## config.mk

```make
export PLATFORM = sky130hd
export DESIGN_NAME = audio_dac_player
export DESIGN_NICKNAME = d
export VERILOG_FILES = /design/src/rtl/audio_pkg.sv /design/src/rtl/sample_fifo.sv /design/src/rtl/audio_dac_player.sv
export SDC_FILE = /design/constraint.sdc
export NUM_CORES = 1
export LEC_CHECK = 0
export CORE_UTILIZATION = 49
export CTS_CLUSTER_DIAMETER = 60
export DETAILED_ROUTE_END_ITERATION = 8
export MAX_ROUTING_LAYER = met4
export PLACE_DENSITY = 0.79
export SLEW_MARGIN = 20
export SYNTH_ARGS = -nofsm -noshare
export SYNTH_HDL_FRONTEND = slang
export SYNTH_HIERARCHICAL = 1
export SYNTH_SLANG_ARGS = --single-unit
export TNS_END_PERCENT = 30
```

## constraint.sdc

```tcl
create_clock -name i_clk -period 2.6 [get_ports i_clk]
set_input_delay 0.65 -clock i_clk [delete_from_list [all_inputs] [get_ports i_clk]]
set_output_delay 0.65 -clock i_clk [all_outputs]
set_load 0.02 [all_outputs]
```

## src/rtl/audio_pkg.sv

```systemverilog
// Shared definitions for the I2S DAC player: default widths, player FSM states
// and an elaboration-time log2 helper.
package audio_pkg;

  localparam int DATA_W_DEF = 16;

  typedef enum logic [1:0] {
    S_IDLE  = 2'd0,
    S_DELAY = 2'd1,
    S_SHIFT = 2'd2,
    S_PAD   = 2'd3
  } state_e;

  function automatic int clog2(input int v);
    int r;
    r = 0;
    while ((1 << r) < v) r++;
    return r;
  endfunction

endpackage

```

## src/rtl/sample_fifo.sv

```systemverilog
// Small synchronous FIFO for audio samples; flush empties it in one cycle.
// A push while full is taken only when a pop happens in the same cycle.
module sample_fifo
  import audio_pkg::*;
#(
  parameter int DEPTH = 4,
  parameter int WIDTH = DATA_W_DEF,
  localparam int AW   = clog2(DEPTH)
) (
  input  logic             i_clk,
  input  logic             i_rst_n,
  input  logic             i_flush,
  input  logic             i_push,
  input  logic [WIDTH-1:0] i_data,
  input  logic             i_pop,
  output logic [WIDTH-1:0] o_data,
  output logic             o_full,
  output logic             o_empty,
  output logic [AW:0]      o_level
);

  logic [WIDTH-1:0] mem_q [DEPTH];
  logic [AW-1:0]    wr_ptr_q, rd_ptr_q;
  logic [AW:0]      level_q, level_d;
  logic             push_ok, pop_ok;

  assign o_full  = (level_q == (AW+1)'(DEPTH));
  assign o_empty = (level_q == '0);
  assign o_level = level_q;
  assign o_data  = mem_q[rd_ptr_q];

  assign pop_ok  = i_pop && !o_empty;
  assign push_ok = i_push && (!o_full || pop_ok);

  always_comb begin
    level_d = level_q;
    case ({push_ok, pop_ok})
      2'b10:   level_d = level_q + 1'b1;
      2'b01:   level_d = level_q - 1'b1;
      default: level_d = level_q;
    endcase
  end

  always_ff @(posedge i_clk or negedge i_rst_n) begin
    if (!i_rst_n) begin
      wr_ptr_q <= '0;
      rd_ptr_q <= '0;
      level_q  <= '0;
    end else if (i_flush) begin
      wr_ptr_q <= '0;
      rd_ptr_q <= '0;
      level_q  <= '0;
    end else begin
      if (push_ok) wr_ptr_q <= wr_ptr_q + 1'b1;
      if (pop_ok)  rd_ptr_q <= rd_ptr_q + 1'b1;
      level_q <= level_d;
    end
  end

  always_ff @(posedge i_clk) begin
    if (push_ok && !i_flush) mem_q[wr_ptr_q] <= i_data;
  end

endmodule

```

## src/rtl/audio_dac_player.sv

```systemverilog
// Buffers mono samples and serialises them as I2S (codec is clock master),
// duplicating each sample into the right channel; tracks underruns/overflows.
module audio_dac_player
  import audio_pkg::*;
#(
  parameter int DATA_W     = DATA_W_DEF,
  parameter int FIFO_DEPTH = 4,
  parameter int CNT_W      = 8,
  parameter int HOLD_LAST  = 0,
  localparam int LVL_W     = clog2(FIFO_DEPTH) + 1,
  localparam int BC_W      = clog2(DATA_W)
) (
  input  logic              i_clk,
  input  logic              i_rst_n,
  input  logic              i_en,
  input  logic              i_valid,
  input  logic [DATA_W-1:0] i_data,
  input  logic              i_bclk,
  input  logic              i_daclrck,
  output logic              o_dacdat,
  output logic              o_ready,
  output logic [LVL_W-1:0]  o_fifo_level,
  output logic [CNT_W-1:0]  o_underrun_cnt,
  output logic [CNT_W-1:0]  o_overflow_cnt
);

  // [0],[1] synchronise, [2] is the previous value for edge detection
  logic [2:0] bclk_q, lrck_q;
  logic       bfall, lrx, lrf;

  always_ff @(posedge i_clk or negedge i_rst_n) begin
    if (!i_rst_n) begin
      bclk_q <= '0;
      lrck_q <= '0;
    end else begin
      bclk_q <= {bclk_q[1:0], i_bclk};
      lrck_q <= {lrck_q[1:0], i_daclrck};
    end
  end

  assign bfall = bclk_q[2] & ~bclk_q[1];
  assign lrx   = lrck_q[2] ^ lrck_q[1];
  assign lrf   = lrck_q[2] & ~lrck_q[1];

  logic              fifo_full, fifo_empty, pop, push, ovf, udr;
  logic [DATA_W-1:0] fifo_data;

  assign pop  = i_en && lrf && !fifo_empty;
  assign push = i_valid && i_en && (!fifo_full || pop);
  assign ovf  = i_valid && i_en && fifo_full && !pop;
  assign udr  = i_en && lrf && fifo_empty;

  sample_fifo #(.DEPTH(FIFO_DEPTH), .WIDTH(DATA_W)) u_fifo (
    .i_clk   (i_clk),
    .i_rst_n (i_rst_n),
    .i_flush (!i_en),
    .i_push  (push),
    .i_data  (i_data),
    .i_pop   (pop),
    .o_data  (fifo_data),
    .o_full  (fifo_full),
    .o_empty (fifo_empty),
    .o_level (o_fifo_level)
  );

  assign o_ready = !fifo_full;

  // Last-sample register tracks what the left word carried, so the right
  // word always duplicates it (including a zero sent on underrun).
  logic [DATA_W-1:0] sh_q, last_q, load_val;

  always_comb begin
    load_val = last_q;
    if (lrf) load_val = fifo_empty ? ((HOLD_LAST != 0) ? last_q : '0) : fifo_data;
  end

  state_e           state_q, state_d;
  logic [BC_W-1:0]  bitcnt_q, bitcnt_d;
  logic             dacdat_q, dacdat_d;
  logic [CNT_W-1:0] udr_cnt_q, ovf_cnt_q;

  always_comb begin
    state_d  = state_q;
    bitcnt_d = bitcnt_q;
    dacdat_d = dacdat_q;
    if (!i_en) begin
      state_d  = S_IDLE;
      dacdat_d = 1'b0;
    end else if (lrx) begin
      state_d = S_DELAY;
    end else if (bfall) begin
      case (state_q)
        S_DELAY: begin
          dacdat_d = sh_q[DATA_W-1];
          bitcnt_d = BC_W'(DATA_W - 1);
          state_d  = S_SHIFT;
        end
        S_SHIFT: begin
          if (bitcnt_q == '0) begin
            dacdat_d = 1'b0;
            state_d  = S_PAD;
          end else begin
            dacdat_d = sh_q[bitcnt_q - 1'b1];
            bitcnt_d = bitcnt_q - 1'b1;
          end
        end
        default: dacdat_d = 1'b0;
      endcase
    end
  end

  always_ff @(posedge i_clk or negedge i_rst_n) begin
    if (!i_rst_n) begin
      state_q   <= S_IDLE;
      bitcnt_q  <= '0;
      dacdat_q  <= 1'b0;
      sh_q      <= '0;
      last_q    <= '0;
      udr_cnt_q <= '0;
      ovf_cnt_q <= '0;
    end else begin
      state_q  <= state_d;
      bitcnt_q <= bitcnt_d;
      dacdat_q <= dacdat_d;
      if (i_en && lrx) begin
        sh_q   <= load_val;
        last_q <= load_val;
      end
      if (udr && (udr_cnt_q != '1)) udr_cnt_q <= udr_cnt_q + 1'b1;
      if (ovf && (ovf_cnt_q != '1)) ovf_cnt_q <= ovf_cnt_q + 1'b1;
    end
  end

  assign o_dacdat       = dacdat_q;
  assign o_underrun_cnt = udr_cnt_q;
  assign o_overflow_cnt = ovf_cnt_q;

endmodule

```

Yosys cells after proc, flatten, opt, wreduce, memory -nomap -nowiden
Memory sizes are Yosys's and may differ from the RTL's.
Cells that the tools add are included.
{"block": "word_totals", "ff_bits": 52, "latch_bits": 0, "ram_bits": 64, "romBits": 0, "input_bits": 22, "out_inout_bits": 21, "wordCells": 90, "n_memories": 1}
{"block": "classes", "n_addsub": 7, "mul": 0, "div_mod_pow": 0, "magnitude_cmp": 1, "n_eq_ne": 16, "shifts": 0, "muxes": 23, "bitwise_logic": 6, "reduce_logical": 25}
{"memory": "u_fifo.mem_q", "words": 4, "width": 16, "read_ports": 1, "rd_ports_with_merged_regs": 0, "wr": 1, "line": "sample_fifo.sv:22", "rtl": "logic [WIDTH-1:0] mem_q [DEPTH];"}
{"operator": "$add A8 B1 Y8 const B", "n": 2}
{"operator": "$mux W16", "n": 1}
{"operator": "$mux W2", "n": 8}
{"operator": "$ne A8 B8 Y1 const B", "n": 2}
{"operator": "$logic_and A1 B1 Y1", "n": 13}
{"operator": "$pmux W4 S2", "n": 1}
{"operator": "$mux W1", "n": 7}
{"operator": "$ne A2 B1 Y1 const B", "n": 3}
{"operator": "$ne A3 B1 Y1 const B", "n": 2}
{"operator": "$pmux W3 S2", "n": 1}
{"operator": "$lt A4 B5 Y1 const B", "n": 1}
{"operator": "$reduce_and A5 Y1", "n": 1}
{"operator": "$add A2 B1 Y2 const B", "n": 2}
{"operator": "$bmux W1 S4", "n": 1}
{"operator": "$eq A2 B1 Y1 const B", "n": 2}
{"operator": "$eq A2 B2 Y1 const B", "n": 2}
{"operator": "$logic_not A4 Y1", "n": 1}
{"operator": "$mux W4", "n": 1}
{"operator": "$ne A2 B2 Y1 const B", "n": 2}
{"operator": "$ne A4 B1 Y1 const B", "n": 1}
{"operator": "$ne A4 B4 Y1 const B", "n": 1}
{"operator": "$pmux W2 S2", "n": 1}
{"operator": "$reduce_and A2 Y1", "n": 2}
{"operator": "$sub A4 B1 Y4 const B", "n": 1}
{"operator": "13 further kinds", "n": 19}

Depth between registers and ports, before layout
Gate-level depths: netlist of run 1.
{"block": "logic_depth", "ltp_word": 10, "ltp_mapped": 12, "mapped_depth_nobuf": 11}

By module
The synthesis of run 1 kept the hierarchy.
{"module": "sample_fifo", "instances": 1, "cells_each": 148, "area_each_um2": 2911.5, "seq_area_each_um2": 2097.0}
{"module": "audio_dac_player", "instances": 1, "cells_each": 181, "area_each_um2": 2119.5, "seq_area_each_um2": 1126.1}

Worst setup path after synthesis of run 1
OpenSTA, ideal clock, no wires.
{"block": "synth_timing", "kind": "register to register", "startpoint": "register u_fifo.level_q[0] (netlist: u_fifo/o_level[0])", "endpoint": "register u_fifo.level_q[1] (netlist: u_fifo/o_level[1])", "setup_time_ns": 0.136, "arrival_time_ns": 2.661, "required_time_ns": 2.464, "path_slack_ns": -0.197, "path_stages_with_launch": 12, "n_path_buf": 2, "synth_period_minus_slack_ns": 2.797, "cell_sequence": "dfrtp_1 > buf_4 > nor3_1 > nor2_1 > o211a_1 > buf_6 > nand2b_4 > nor2_1 > fa_1 > and2_1 > a211oi_1 > a2111oi_1"}
{"block": "synth_via", "elab_chain_len": 9, "word_cells_on_any_way": 17, "classes_between": "add/sub: 2; eq/ne: 4; mux: 2; reduce/logical: 9"}
{"item": "start: declaration", "line": "sample_fifo.sv:24", "rtl": "logic [AW:0] level_q, level_d;"}
{"item": "start signal: assignment", "line": "sample_fifo.sv:56", "rtl": "level_q <= level_d;"}
{"item": "$logic_not A3 Y1 *", "line": "sample_fifo.sv:28", "rtl": "assign o_empty = (level_q == '0);"}
{"item": "named net fifo_empty", "line": "audio_dac_player.sv:45", "rtl": "logic fifo_full, fifo_empty, pop, push, ovf, udr;"}
{"item": "$logic_not A1 Y1 *", "line": "audio_dac_player.sv:48", "rtl": "assign pop = i_en && lrf && !fifo_empty;"}
{"item": "$logic_and A1 B1 Y1 *", "line": "audio_dac_player.sv:48"}
{"item": "named net pop", "line": "audio_dac_player.sv:45"}
{"item": "$logic_or A1 B1 Y1 *", "line": "audio_dac_player.sv:49", "rtl": "assign push = i_valid && i_en && (!fifo_full || pop);"}
{"item": "$logic_and A1 B1 Y1 *", "line": "audio_dac_player.sv:49"}
{"item": "named net push", "line": "audio_dac_player.sv:45"}
{"item": "$logic_and A1 B1 Y1 *", "line": "sample_fifo.sv:33", "rtl": "assign push_ok = i_push && (!o_full || pop_ok);"}
{"item": "$eq A2 B1 Y1 or $eq A2 B2 Y1 (tied branches)", "line": "sample_fifo.sv:37", "rtl": "case ({push_ok, pop_ok})"}
{"item": "$pmux W3 S2", "line": "sample_fifo.sv:37"}
{"item": "$mux W3", "line": "sample_fifo.sv:49", "rtl": "end else if (i_flush) begin"}
The timed path passes the listed nets; every way through them passes the cells marked *.
A chain may end at the register's enable or synchronous reset.

Final worst setup path of run 1
{"block": "layout_timing", "startpoint": "register u_fifo.level_q[1] (netlist: u_fifo/o_level[1])", "endpoint": "output port o_ready"}
{"block": "layout_via", "elab_chain_len": 2}
{"item": "$eq A3 B3 Y1", "line": "sample_fifo.sv:27", "rtl": "assign o_full = (level_q == (AW+1)'(DEPTH));"}
{"item": "named net fifo_full", "line": "audio_dac_player.sv:45"}
{"item": "$logic_not A1 Y1", "line": "audio_dac_player.sv:66", "rtl": "assign o_ready = !fifo_full;"}
{"item": "end: declaration", "line": "audio_dac_player.sv:21", "rtl": "output logic o_ready,"}
The timed path passes the listed nets, and every way through them passes these cells.

==> flow_summary_export.csv, run 1 <==
group,metric,value,unit
sta,tightest_slew,0.842,ns
pwr,power.leakage,0.00245,µW
pwr,power.share.combinational,12.1,%
routing,drtIter0Drc,139,
pwr,power.density,815,mW/mm²
routing,wl_per_cell,17.6,µm
pwr,pwr-share-clk,45.8,%
pwr,ir_drop,0.576,mV
setup_path,path_class,"reg -> out",
sta,min_period,2.52,ns
sta,finalSetupViolCount,0,
setup_path,cp_top_family,"buffers and inverters",
cts,ctsResizeCount,0,
global_routing,grt_pass1_wl,15.2,mm
setup_path,reg2reg_to,"u_fifo/o_level[1]$_DFFE_PN0P_",
cells_and_area,syn2layout_area_growth,25.2,%
setup_path,path_buf_inv,2,
setup_path,reg2reg_depth,10,
setup_path,slowest_stage,"clkdlybuf4s50_1",
routing,ant_nets,0,
logic_synthesis,ys_seq_area_share,64.1,%
routing,vias,3005,
setup_path,worst_path_largest_cell_delay,0.53,ns
floorplan,core_area,0.00986,mm²
logic_synthesis,netlist_area,0.00503,mm²
sta,slew_viol_final,0,
pwr,cell_internal_pwr,3780,µW
global_routing,antenna_found_initial,0,
place,gp_congestion,0.783,
cts,clock-root-buffer,"clkbuf_8",
cts,numClockSinks,116,
setup_path,cp-start-kind,"flop",
pwr,p_sw,1350,µW
pwr,p_sw_share,26.4,%
sta,period_share,96.8,%
cts,numCtsBuffers,17,
global_routing,grt_pass1_vias,3007,
cts,cts_hold_buf,0,
cts,path_clk_slew,0.06,ns
pwr,pwr-share-seq,42.1,%
floorplan,die_x,103,µm
place,portBuffers,42,
routing,wirelength,9.49,mm
outcome,status,"finished clean",
cells_and_area,final_cell_count_no_fill,539,
sta,maxSlewHeadroom,43.9,%
cells_and_area,drive_gt1_share,21.9,%
cts,clk_latency,0.52,ns
cells_and_area,fillers,697,
setup_path,reg2reg_slack,0.17,ns
floorplan,num_io_pins,43,
global_routing,grt_remaining_overflow,0,
floorplan,dieArea,0.0107,mm²
logic_synthesis,synth_warnings,6,
logic_synthesis,synth_edf_count,64,
logic_synthesis,synthCells,329,
setup_path,arrival,1.87,ns
routing,dr.pass1.iters,4,
cts,cts_tree,"yes",
floorplan,chipHeight,103,µm
cells_and_area,nNetsFinal,426,
routing,drc,0,
setup_path,cp_max_fo,3,
cts,htree_num_levels,4,
logic_synthesis,synth_nets,362,
place,dp_hpwl,6.04,mm
setup_path,worstPathRequired,1.95,ns
logic_synthesis,yosys.cell_types.count,55,
hold_path,hold_class,"in -> async",
cells_and_area,final_core_util,63.9,%
global_routing,track_usage,20.5,%
sta,hold_viol,0,
setup_path,timing.rr.start,"u_fifo/o_level[1]$_DFFE_PN0P_",
setup_path,cp-startpoint,"u_fifo/o_level[1]$_DFFE_PN0P_",
routing,via_per_inst,5.58,
place,dp.cells,507,
logic_synthesis,synth_flop_cell,"edfxtp_1",
global_routing,grt_max_degree,53,
job,max_cap_violations,0,
cts,clockBufferDepth,2,
sta,fmax,398,MHz
logic_synthesis,synthArstFlopShare,44.8,%
sta,finClkSkew,0.00961,ns
setup_path,crit_chain,"nor2_2 -> and2_1 -> inv_1 -> clkdlybuf4s50_1",
logic_synthesis,syn_area_per_cell,15.3,µm²
floorplan,start_util,51.0,%
setup_path,end_kind,"output port",
cts,postCtsSetupBuffers,0,
floorplan,rows,36,
logic_synthesis,ys_seq_elements,116,
cells_and_area,n_antenna_cell,0,
## worst max-delay path by stage
stage	to	cells after the start
3_3_place_gp	u_fifo/o_level[2]$_DFFE_PN0P_	9
6_report	o_ready	4
3_5_place_dp	u_fifo/o_level[1]$_DFFE_PN0P_	10
4_1_cts	o_ready	4
2_1_floorplan	u_fifo/o_level[1]$_DFFE_PN0P_	11
5_1_grt	o_ready	4
## cells by family (layout without fill, tap and decap cells)
kind of cell             Yosys count  count (layout)  synth area share [%]
AO/OA/AOI/OAI                     55              55                  8.33
XOR/XNOR                          19              19                  3.31
adder cells (fa/ha/maj)           11              11                  2.88
buffers and inverters             32             109                  3.53
flip-flops                       116             116                  64.1
multiplexers                      26              26                  9.92
AND/OR/NAND/NOR                   70              70                  7.96
## synth_stat cells (2+ instances only)
cell | count | area [µm²]
edfxtp_1 | 64 | 1920
dfrtp_1 | 52 | 1300
a22o_1 | 18 | 158
mux4_2 | 17 | 383
nor2_1 | 17 | 63.8
xor2_1 | 17 | 149
inv_1 | 15 | 56.3
nand2_1 | 11 | 41.3
a21oi_1 | 10 | 50.1
ha_1 | 10 | 125
nor3_1 | 9 | 45.0
and2_1 | 6 | 37.5
nand3_1 | 6 | 30.0
buf_6 | 5 | 56.3
o21ai_0 | 5 | 25.0
buf_2 | 4 | 20.0
buf_4 | 4 | 30.0
clkbuf_1 | 4 | 15.0
mux2_2 | 4 | 45.0
o31ai_1 | 4 | 30.0
mux2i_1 | 3 | 30.0
nand3b_1 | 3 | 22.5
nand4_1 | 2 | 12.5
nor3_2 | 2 | 20.0
nor3b_1 | 2 | 15.0
nor4_1 | 2 | 12.5
o22ai_1 | 2 | 12.5
or2_2 | 2 | 12.5
or3b_1 | 2 | 17.5
xnor2_1 | 2 | 17.5
## metal layers
layer  up-vias  routed length, µm  global-route usage [%]
li1       1382                  -                       -
met1      1516               4110                    24.9
met2        95               4850                    32.6
met3        12                409                    5.98
met4         0                110                    7.91
met5         -                  0                       -
## cells in the final DEF, fill, tap and decap left out, types with 4 or more instances in the layout
cell              n
edfxtp_1         64
dfrtp_1          50
clkdlybuf4s50_1  41
a22o_1           18
nor2_1           17
xor2_1           17
mux4_2           17
clkbuf_16        16
buf_4            16
inv_1            15
nand2_1          11
a21oi_1          10
ha_1             10
inv_6             9
nor3_1            8
nand3_1           6
and2_1            6
o21ai_0           5
o31ai_1           4
mux2_2            4
buf_12            4
## power by group through the flow
| stage | registers [µW] | logic (µW) | clock network [µW] |
|---|---|---|---|
| after floorplan | 2220 | 358 | 0 |
| after global placement | 2190 | 604 | 0 |
| after detailed placement | 2200 | 620 | 0 |
| after CTS | 2160 | 624 | 2380 |
| after global routing | 2180 | 686 | 2460 |
| final | 2160 | 621 | 2350 |
## stage by stage
stage	TNS, ns	power [µW]	setup WS, ns	hold WS [ns]	area, µm²
2_1_floorplan	0	2580	0.00180	0.331	5040
3_3_place_gp	-4.68	2790	-0.190	0.334	5700
3_5_place_dp	-9.88	2820	-0.274	0.341	5700
4_1_cts	0	5170	0.0591	0.244	6290
5_1_grt	-0.00274	5320	-0.00274	0.283	6300
6_report	0	5130	0.0844	0.239	6300
## cell type report
cell class	count	area (µm²)	share of cell area, %
Multi-Input combinational cell	181	1640	26.0
Sequential cell	116	3230	51.2
Tap cell	133	166	2.64
Timing Repair Buffer	62	616	9.77
Inverter	15	56.3	0.894
Clock buffer	17	414	6.58
Clock inverter	15	180	2.86
## flip-flops by register name (all words and copies together) (netlist names)
signal and cells:
bclk_q 3, bitcnt_q 4, last_q 16, lrck_q 3, o_dacdat 1, o_overflow_cnt 8, o_underrun_cnt 8, state_q 2
u_fifo/mem_q 64, u_fifo/o_level 3, u_fifo/rd_ptr_q 2, u_fifo/wr_ptr_q 2
## worst reg2reg max path: cells and delay by family, from the launching register on
kind / cells / cell delay [ns]
buffers and inverters: 1 / 0.07
AND/OR/NAND/NOR: 5 / 0.76
flip-flops: 1 / 0.42
adder cells (fa/ha/maj): 1 / 0.44
AO/OA/AOI/OAI: 3 / 0.62
Note: power is estimated with default switching activity, not from simulation.
==> inputs of run 2 (changes only) <==
Settings changed: SKIP_LAST_GASP set to 1, SLEW_MARGIN 20 to unset.
==> results of run 2 <==
No change in the layout: final DEF, timing and power equal those of run 1.
==> inputs of run 3 (changes only) <==
Settings changed: CTS_CLUSTER_DIAMETER 60 to unset.
==> results of run 3 <==
No change in the layout: final DEF, timing and power equal those of run 1.
